[src/rtl/arb_pkg.sv]
// Shared types and constants for the unified memory-port arbiter.
package arb_pkg;

    typedef enum logic [1:0] {
        IDLE = 2'd0,
        WAIT = 2'd1,
        RESP = 2'd2
    } arb_state_t;

    typedef enum logic {
        OWN_IF = 1'b0,
        OWN_DM = 1'b1
    } arb_owner_t;

    // Watchdog counter width; wide enough for MAX_WAIT up to 255.
    localparam int WAIT_CW = 8;

endpackage

[src/rtl/arb_watchdog.sv]
// Watchdog for an outstanding memory access: counts cycles while enabled and
// flags expiry on the MAX_WAIT-th enabled cycle.
module arb_watchdog
    import arb_pkg::*;
#(
    parameter int MAX_WAIT = 15
) (
    input  logic clk_i,
    input  logic rst_ni,
    input  logic clear_i,
    input  logic enable_i,
    output logic expire_o
);

    localparam logic [WAIT_CW-1:0] LAST_CNT = WAIT_CW'(MAX_WAIT - 1);

    logic [WAIT_CW-1:0] cnt_q;
    logic [WAIT_CW-1:0] cnt_d;

    // Next count: clear wins, otherwise advance while enabled.
    always_comb begin
        cnt_d = cnt_q;
        if (clear_i) begin
            cnt_d = '0;
        end else if (enable_i) begin
            cnt_d = cnt_q + 1'b1;
        end
    end

    // Counter register.
    always_ff @(posedge clk_i or negedge rst_ni) begin
        if (!rst_ni) begin
            cnt_q <= '0;
        end else begin
            cnt_q <= cnt_d;
        end
    end

    // cnt_q counts completed enabled cycles, so LAST_CNT marks the final one.
    assign expire_o = enable_i && (cnt_q == LAST_CNT);

endmodule

[src/rtl/mem_port_arbiter.sv]
// Shares one memory port between instruction fetch and load/store.
// State table:
//   IDLE | no access outstanding; grants are issued here
//   WAIT | mem_req asserted, waiting for mem_ack or watchdog expiry
//   RESP | one-cycle completion pulse to the owning side
module mem_port_arbiter
    import arb_pkg::*;
#(
    parameter int AW       = 32,
    parameter int DW       = 32,
    parameter int MAX_WAIT = 15
) (
    input  logic          clk_i,
    input  logic          rst_ni,
    input  logic          if_req_i,
    input  logic [AW-1:0] if_addr_i,
    output logic          if_gnt_o,
    output logic          if_rvalid_o,
    output logic [DW-1:0] if_rdata_o,
    input  logic          dm_req_i,
    input  logic          dm_we_i,
    input  logic [AW-1:0] dm_addr_i,
    input  logic [DW-1:0] dm_wdata_i,
    output logic          dm_gnt_o,
    output logic          dm_rvalid_o,
    output logic [DW-1:0] dm_rdata_o,
    output logic          mem_req_o,
    output logic          mem_we_o,
    output logic [AW-1:0] mem_addr_o,
    output logic [DW-1:0] mem_wdata_o,
    input  logic          mem_ack_i,
    input  logic [DW-1:0] mem_rdata_i,
    output logic          busy_o,
    output logic          err_o
);

    arb_state_t    state_q, state_d;
    arb_owner_t    owner_q, owner_d;
    arb_owner_t    last_q, last_d;
    logic          mem_we_q, mem_we_d;
    logic [AW-1:0] mem_addr_q, mem_addr_d;
    logic [DW-1:0] mem_wdata_q, mem_wdata_d;
    logic [DW-1:0] if_rdata_q, if_rdata_d;
    logic [DW-1:0] dm_rdata_q, dm_rdata_d;
    logic          err_q, err_d;
    logic          grant_if, grant_dm;
    logic          wd_expire;

    arb_watchdog #(
        .MAX_WAIT (MAX_WAIT)
    ) u_watchdog (
        .clk_i    (clk_i),
        .rst_ni   (rst_ni),
        .clear_i  (state_q != WAIT),
        .enable_i (state_q == WAIT),
        .expire_o (wd_expire)
    );

    // Round-robin grant; depends only on requests and state, never on mem_ack.
    always_comb begin
        grant_if = 1'b0;
        grant_dm = 1'b0;
        if (state_q == IDLE) begin
            if (if_req_i && dm_req_i) begin
                if (last_q == OWN_IF) begin
                    grant_dm = 1'b1;
                end else begin
                    grant_if = 1'b1;
                end
            end else if (dm_req_i) begin
                grant_dm = 1'b1;
            end else if (if_req_i) begin
                grant_if = 1'b1;
            end
        end
    end

    // Next-state, request latching and response capture.
    always_comb begin
        state_d     = state_q;
        owner_d     = owner_q;
        last_d      = last_q;
        mem_we_d    = mem_we_q;
        mem_addr_d  = mem_addr_q;
        mem_wdata_d = mem_wdata_q;
        if_rdata_d  = if_rdata_q;
        dm_rdata_d  = dm_rdata_q;
        err_d       = 1'b0;
        case (state_q)
            IDLE: begin
                if (grant_dm) begin
                    state_d     = WAIT;
                    owner_d     = OWN_DM;
                    last_d      = OWN_DM;
                    mem_we_d    = dm_we_i;
                    mem_addr_d  = dm_addr_i;
                    mem_wdata_d = dm_wdata_i;
                end else if (grant_if) begin
                    state_d     = WAIT;
                    owner_d     = OWN_IF;
                    last_d      = OWN_IF;
                    mem_we_d    = 1'b0;
                    mem_addr_d  = if_addr_i;
                    mem_wdata_d = '0;
                end
            end
            WAIT: begin
                // An ack on the expiry cycle still completes normally.
                if (mem_ack_i) begin
                    state_d = RESP;
                    if (owner_q == OWN_DM) begin
                        dm_rdata_d = mem_we_q ? '0 : mem_rdata_i;
                    end else begin
                        if_rdata_d = mem_rdata_i;
                    end
                end else if (wd_expire) begin
                    state_d = RESP;
                    err_d   = 1'b1;
                    if (owner_q == OWN_DM) begin
                        dm_rdata_d = '0;
                    end else begin
                        if_rdata_d = '0;
                    end
                end
            end
            RESP: begin
                state_d = IDLE;
            end
            default: begin
                state_d = IDLE;
            end
        endcase
    end

    // State and datapath registers.
    always_ff @(posedge clk_i or negedge rst_ni) begin
        if (!rst_ni) begin
            state_q     <= IDLE;
            owner_q     <= OWN_IF;
            last_q      <= OWN_IF;
            mem_we_q    <= 1'b0;
            mem_addr_q  <= '0;
            mem_wdata_q <= '0;
            if_rdata_q  <= '0;
            dm_rdata_q  <= '0;
            err_q       <= 1'b0;
        end else begin
            state_q     <= state_d;
            owner_q     <= owner_d;
            last_q      <= last_d;
            mem_we_q    <= mem_we_d;
            mem_addr_q  <= mem_addr_d;
            mem_wdata_q <= mem_wdata_d;
            if_rdata_q  <= if_rdata_d;
            dm_rdata_q  <= dm_rdata_d;
            err_q       <= err_d;
        end
    end

    assign if_gnt_o    = grant_if;
    assign dm_gnt_o    = grant_dm;
    assign if_rvalid_o = (state_q == RESP) && (owner_q == OWN_IF);
    assign dm_rvalid_o = (state_q == RESP) && (owner_q == OWN_DM);
    assign if_rdata_o  = if_rdata_q;
    assign dm_rdata_o  = dm_rdata_q;
    assign mem_req_o   = (state_q == WAIT);
    assign mem_we_o    = mem_we_q;
    assign mem_addr_o  = mem_addr_q;
    assign mem_wdata_o = mem_wdata_q;
    assign busy_o      = (state_q != IDLE);
    assign err_o       = err_q;

endmodule

[config.mk]
export PLATFORM = sky130hd
export DESIGN_NAME = mem_port_arbiter
export DESIGN_NICKNAME = d
export VERILOG_FILES = /design/src/rtl/arb_pkg.sv /design/src/rtl/arb_watchdog.sv /design/src/rtl/mem_port_arbiter.sv
export SDC_FILE = /design/constraint.sdc
export NUM_CORES = 1
export LEC_CHECK = 0
export CAP_MARGIN = 20
export CORE_ASPECT_RATIO = 1.4
export CORE_UTILIZATION = 29
export CTS_CLUSTER_DIAMETER = 80
export DETAILED_ROUTE_END_ITERATION = 8
export PLACE_DENSITY = 0.65
export SLEW_MARGIN = 20
export SYNTH_ARGS = -nofsm -noshare
export SYNTH_HDL_FRONTEND = slang
export SYNTH_SLANG_ARGS = --single-unit
[constraint.sdc]
create_clock -name clk_i -period 2.4 [get_ports clk_i]
set_input_delay 0.6 -clock clk_i [delete_from_list [all_inputs] [get_ports clk_i]]
set_output_delay 0.6 -clock clk_i [all_outputs]
set_load 0.01 [all_outputs]
Yosys cells after proc, flatten, opt, wreduce, memory -nomap -nowiden
Index checks and enable logic that the tools add are counted.
{"block": "totals", "ff_bits": 141, "elab_cells": 65, "output_inout_bits": 136, "in_bits": 134}
{"block": "classes", "n_addsub": 1, "eq_ne": 6, "reduce_logical": 13, "mux": 35, "bitwise_logic": 1}
{"op": "32-bit two-way mux", "n": 13}
{"op": "8-bit two-way mux", "n": 2}
{"op": "1-bit two-way mux", "n": 15}
{"op": "8-bit by 1-bit adder with 8-bit output, second input constant", "n": 1}
{"op": "8-bit by 4-bit == test with 1-bit output, second input constant", "n": 1}
{"op": "2-bit two-way mux", "n": 4}
{"op": "2-bit nonzero test", "n": 4}
{"op": "3-bit inequality test, second input constant", "n": 2}
{"op": "3-bit AND reduction", "n": 2}
{"op": "1-bit logical AND", "n": 4}
{"op": "2-bit case mux with 2 select lines", "n": 1}
{"op": "2-bit AND reduction", "n": 2}
{"op": "2-bit by 1-bit == test with 1-bit output, second input constant", "n": 1}
{"op": "2-bit == test, second input constant", "n": 1}
{"op": "2-bit zero test", "n": 1}
{"op": "2-bit by 1-bit inequality test with 1-bit output, second input constant", "n": 1}
{"op": "1-bit inverter", "n": 1}

Depth between registers and ports, before layout
{"block": "depth", "depth_word": 7, "ltp_mapped": 7, "depth_no_buf": 5}

Hierarchy
A second synthesis with hierarchy kept.
{"block": "hier_totals", "cells_unflattened": 527, "area_unflattened_um2": 6363.6}
{"mod": "mem_port_arbiter", "area_each_um2": 5953.2, "seq_area_each_um2": 3328.2, "cells_each": 486, "instances": 1}
{"mod": "arb_watchdog", "area_each_um2": 410.4, "seq_area_each_um2": 200.2, "cells_each": 41, "instances": 1}

Least setup slack after synthesis
OpenSTA, ideal clock, no wires.
{"block": "synth_path", "path_type": "input -> output", "from": "input if_req_i", "to": "output dm_gnt_o", "setup_slack_ps": 473, "arrival_time_ps": 1327, "stages": 5, "n_path_buf": 3, "t_required_ps": 1800, "path_cell_list": "buf_2 nand2_1 and2_1 buf_2 buf_4"}
{"block": "synth_via", "elab_chain_cells": 3}
{"element": "start, declared", "line": "mem_port_arbiter.sv:15", "rtl": "input logic if_req_i,"}
{"element": "1-bit logical AND", "line": "mem_port_arbiter.sv:64", "rtl": "if (if_req_i && dm_req_i) begin"}
{"element": "1-bit two-way mux", "line": "mem_port_arbiter.sv:64"}
{"element": "1-bit two-way mux", "line": "mem_port_arbiter.sv:63", "rtl": "if (state_q == IDLE) begin"}
{"element": "end, declared", "line": "mem_port_arbiter.sv:24", "rtl": "output logic dm_gnt_o,"}
No other way between the ends.

Final worst setup path
{"block": "layout_path", "from": "input dm_req_i", "to": "output dm_gnt_o"}
{"block": "layout_via", "elab_chain_cells": 3, "word_cells_on_any_way": 4, "classes_between": "3 x mux; 1 x reduce/logical"}
{"element": "start, declared", "line": "mem_port_arbiter.sv:20", "rtl": "input logic dm_req_i,"}
{"element": "1-bit two-way mux / 1-bit logical AND (equally long branches)", "line": "mem_port_arbiter.sv:70, mem_port_arbiter.sv:64"}
{"element": "1-bit two-way mux *", "line": "mem_port_arbiter.sv:64"}
{"element": "1-bit two-way mux *", "line": "mem_port_arbiter.sv:63"}
Every way passes the cells marked *; elsewhere a longest branch is shown, timed or not.

==> summary.md <==
| Metric | Value |
|---|---|
| Skew final | 0.008024 ns |
| Crit-path max FO | 2 |
| RSZ-0062 raised after global routing | false |
| Hold/Removal Path Class | primary input to asynchronous set/reset pin |
| Register-to-register setup slack | 0.44 ns |
| # fillers | 2,132 |
| Mapped Avg Cell Area | 10.45 um^2 |
| Final setup margin | 0.07530 ns |
| 1st-iter DRT viols | 316 |
| Die Height | 182.6 um |
| Reg2Reg Depth | 6 |
| Die ar. | 23,930 um^2 |
| Most frequent cells in the layout | 261 x clkdlybuf4s50_1, 138 x dfrtp_1, 87 x o21ai_0, 70 x inv_1 |
| Min cycle time layout | 2.325 ns |
| Vias in the first global route | 6,451 |
| CTS max path bufs | 2 |
| Clk slew on worst S/H paths | 0.06 ns |
| Max-Cap Viols | 0 |
| Ports | 270 |
| Arr. time, crit path | 1.72 ns |
| Non-Filler Instances | 1,220 |
| H-Tree Depth | 4 |
| Initial antenna violation count | 0 |
| R2R Path End | dm_rdata_o[24] |
| Post-synthesis sequential area ratio | 0.5220 |
| Ratio of cells with drive above 1 in the final layout | 0.1001 |
| Final Routed Wirelength | 23,240 um |
| Fin. max-slew vios | 0 |
| Clock Latency Late Sink | 0.42 ns |
| Post-synthesis cell type count | 42 |
| Root Driver | clkbuf_16 |
| CTS sink count | 141 |
| WL per Instance | 19.05 um |
| Setup violators final | 0 |
| Area grow syn2layout | 55.57% |
| Final hold vios | 0 |
| NumNets Final | 1,043 |
| Slowest cell on crit path | clkdlybuf4s50_1 |
| Req. time, crit path | 1.80 ns |
| Worst Max-Slew Pin Slew | 0.4514 ns |
| Leading cell type in the layout, fill and taps excluded | clkdlybuf4s50_1 |
| Initial core utilization | 0.2979 |
| DRC violations left | 0 |
| Synthesis warning total | 0 |
| Yosys reg bits | 141 |
| Hold WS | 0.05900 ns |
| Crit Path Class | primary input to output pin |
| Overflow after GRT | 0 |
| Vias | 6,232 |
| Status | completed |
| Syn Inst Count | 647 |
| Worst rel slew slack | 0.6991 |
| Core footprint | 22,690 um^2 |
| Power per cell area | 1268 nW/um^2 |
| Achievable Freq | 430.2 MHz |
| Setup crit end kind | output pin |
| CTS Buf Count | 17 |
| Placed insts | 1,184 |
| Gr usage total | 0.2005 |
| Leak | 4.635 nW |
| Inserted Diodes | 0 |
| GP Congestion | 0.7756 |
| Largest net degree at the start of global routing | 46 |
| Synthesized area | 6759 um^2 |
| CTS tree | yes |
| RR Startpoint | u_watchdog.cnt_q[0] |
| Pre-CTS setup slack | -0.1928 ns |
| Cells along the critical path | clkdlybuf4s50_1 -> nor3b_4 -> and2_1 -> dlygate4sd2_1 |
| Detail Route Antenna Nets | 0 |
| HPWL after DPL | 16,040 um |
| Top_reg_cell synth | dfrtp_1 |
| CP Launch Type | primary input |
| CP max stage delay | 0.48 ns |
| Hold Buf Count CTS | 0 |
| Port Buffers | 269 |
| Num rows | 65 |
| Maximum VDD drop | 0.8172 mV |
| Fin crit share | 0.9686 |
| Die width | 131.0 um |
| Async SR Flop Fraction | 1.000 |
| Via density per instance | 5.108 |
| 1st-pass router iterations | 4 |
| First-pass GRT wire length | 36,060 um |
| EDFF count, synth | 0 |
| Post-Syn Nets | 783 |
## worst max-delay path by stage
stage                     end  startpoint  slack, ns  depth (start not counted)
floorplan            dm_gnt_o    if_req_i       0.47                          5
global placement     dm_gnt_o    dm_req_i      -0.20                          4
detailed placement   dm_gnt_o    dm_req_i      -0.19                          4
CTS                 mem_req_o  state_q[1]     -0.005                          3
global route         dm_gnt_o  state_q[0]      0.006                          4
finish               dm_gnt_o    dm_req_i       0.08                          4
## layout make-up
cell class	count	area [um^2]	area share
Multi-Input combinational cell	369	2650	0.2520
Inverter	70	262.8	0.02499
Clock inverter	12	193.9	0.01844
Timing Repair Buffer	308	3057	0.2907
Sequential cell	141	3532	0.3359
Tap cell	301	376.6	0.03582
Clock buffer	19	442.9	0.04212
## metrics by stage
stage / util / TNS, ns / power, mW / area, um^2
after CTS: 0.4622 / -0.005252 / 13.47 / 10490
after global placement: 0.4331 / -0.3646 / 10.31 / 9827
final: 0.4634 / 0 / 13.34 / 10520
after global routing: 0.4634 / 0 / 14.22 / 10520
after floorplan: - / 0 / 7.024 / 6759
after detailed placement: 0.4331 / -0.3403 / 10.44 / 9827
## state kept, by name, indices dropped and copies added, names as in the netlist
signal,count
mem_we_o,1
if_rdata_o,32
u_watchdog.cnt_q,8
mem_addr_o,32
dm_rdata_o,32
state_q,2
err_o,1
mem_wdata_o,32
last_q,1
## routing by layer
metal | up-vias | global-route usage | share of wire
met3 | 34 | 0.06743 | 0.079
met5 | - | 0 | 0
met1 | 3042 | 0.2326 | 0.40
met2 | 248 | 0.3329 | 0.50
met4 | 0 | 0.08506 | 0.027
li1 | 2908 | - | -
## timing repair
| action | CTS | global route |
|---|---|---|
| resized for setup | 9 | 2 |
| endpoints found under the setup margin | 6 | 3 |
| buffers inserted | 2 | 3 |
## cell families (layout without fill, tap and decap cells)
logic type | count (synthesis) | in the layout | synth area share
AOI/OAI and AO/OA | 236 | 236 | 0.2421
xor gates and xnor gates | 3 | 3 | 0.003888
adders and majority gates | 2 | 2 | 0.003702
buffers and inverters | 137 | 409 | 0.09293
DFF | 141 | 141 | 0.5220
and+or+nand+nor | 128 | 128 | 0.1353
## report_power, final
group	internal (mW)	switching, mW	total (mW)
combinational	3.28	3.02	6.30
clock	1.86	1.05	2.91
sequential	3.41	0.721	4.13
## critical path, delay by kind of cell
kind / cells / cell delay, ns
simple gates: 2 / 0.37
buf+inv: 2 / 0.75
## cells in the mapped netlist, drive strengths merged, types with 2 or more instances
cell       n  area share
a21oi      4      0.0030
a22o      33       0.043
a22oi     32       0.036
and2       2      0.0019
and3      32       0.030
buf       24       0.030
clkbuf    43       0.024
dfrtp    141        0.52
ha         2      0.0037
inv       70       0.039
nand2      3      0.0017
nand3      4      0.0030
nand3b    33       0.037
nand4b    32       0.041
nor2       9      0.0054
nor3b      3      0.0041
o2111ai   32       0.041
o211ai    32       0.036
o21ai    100       0.079
or3        3      0.0028
xor2       2      0.0026
No activity file was read; power rests on OpenSTA's default activity.
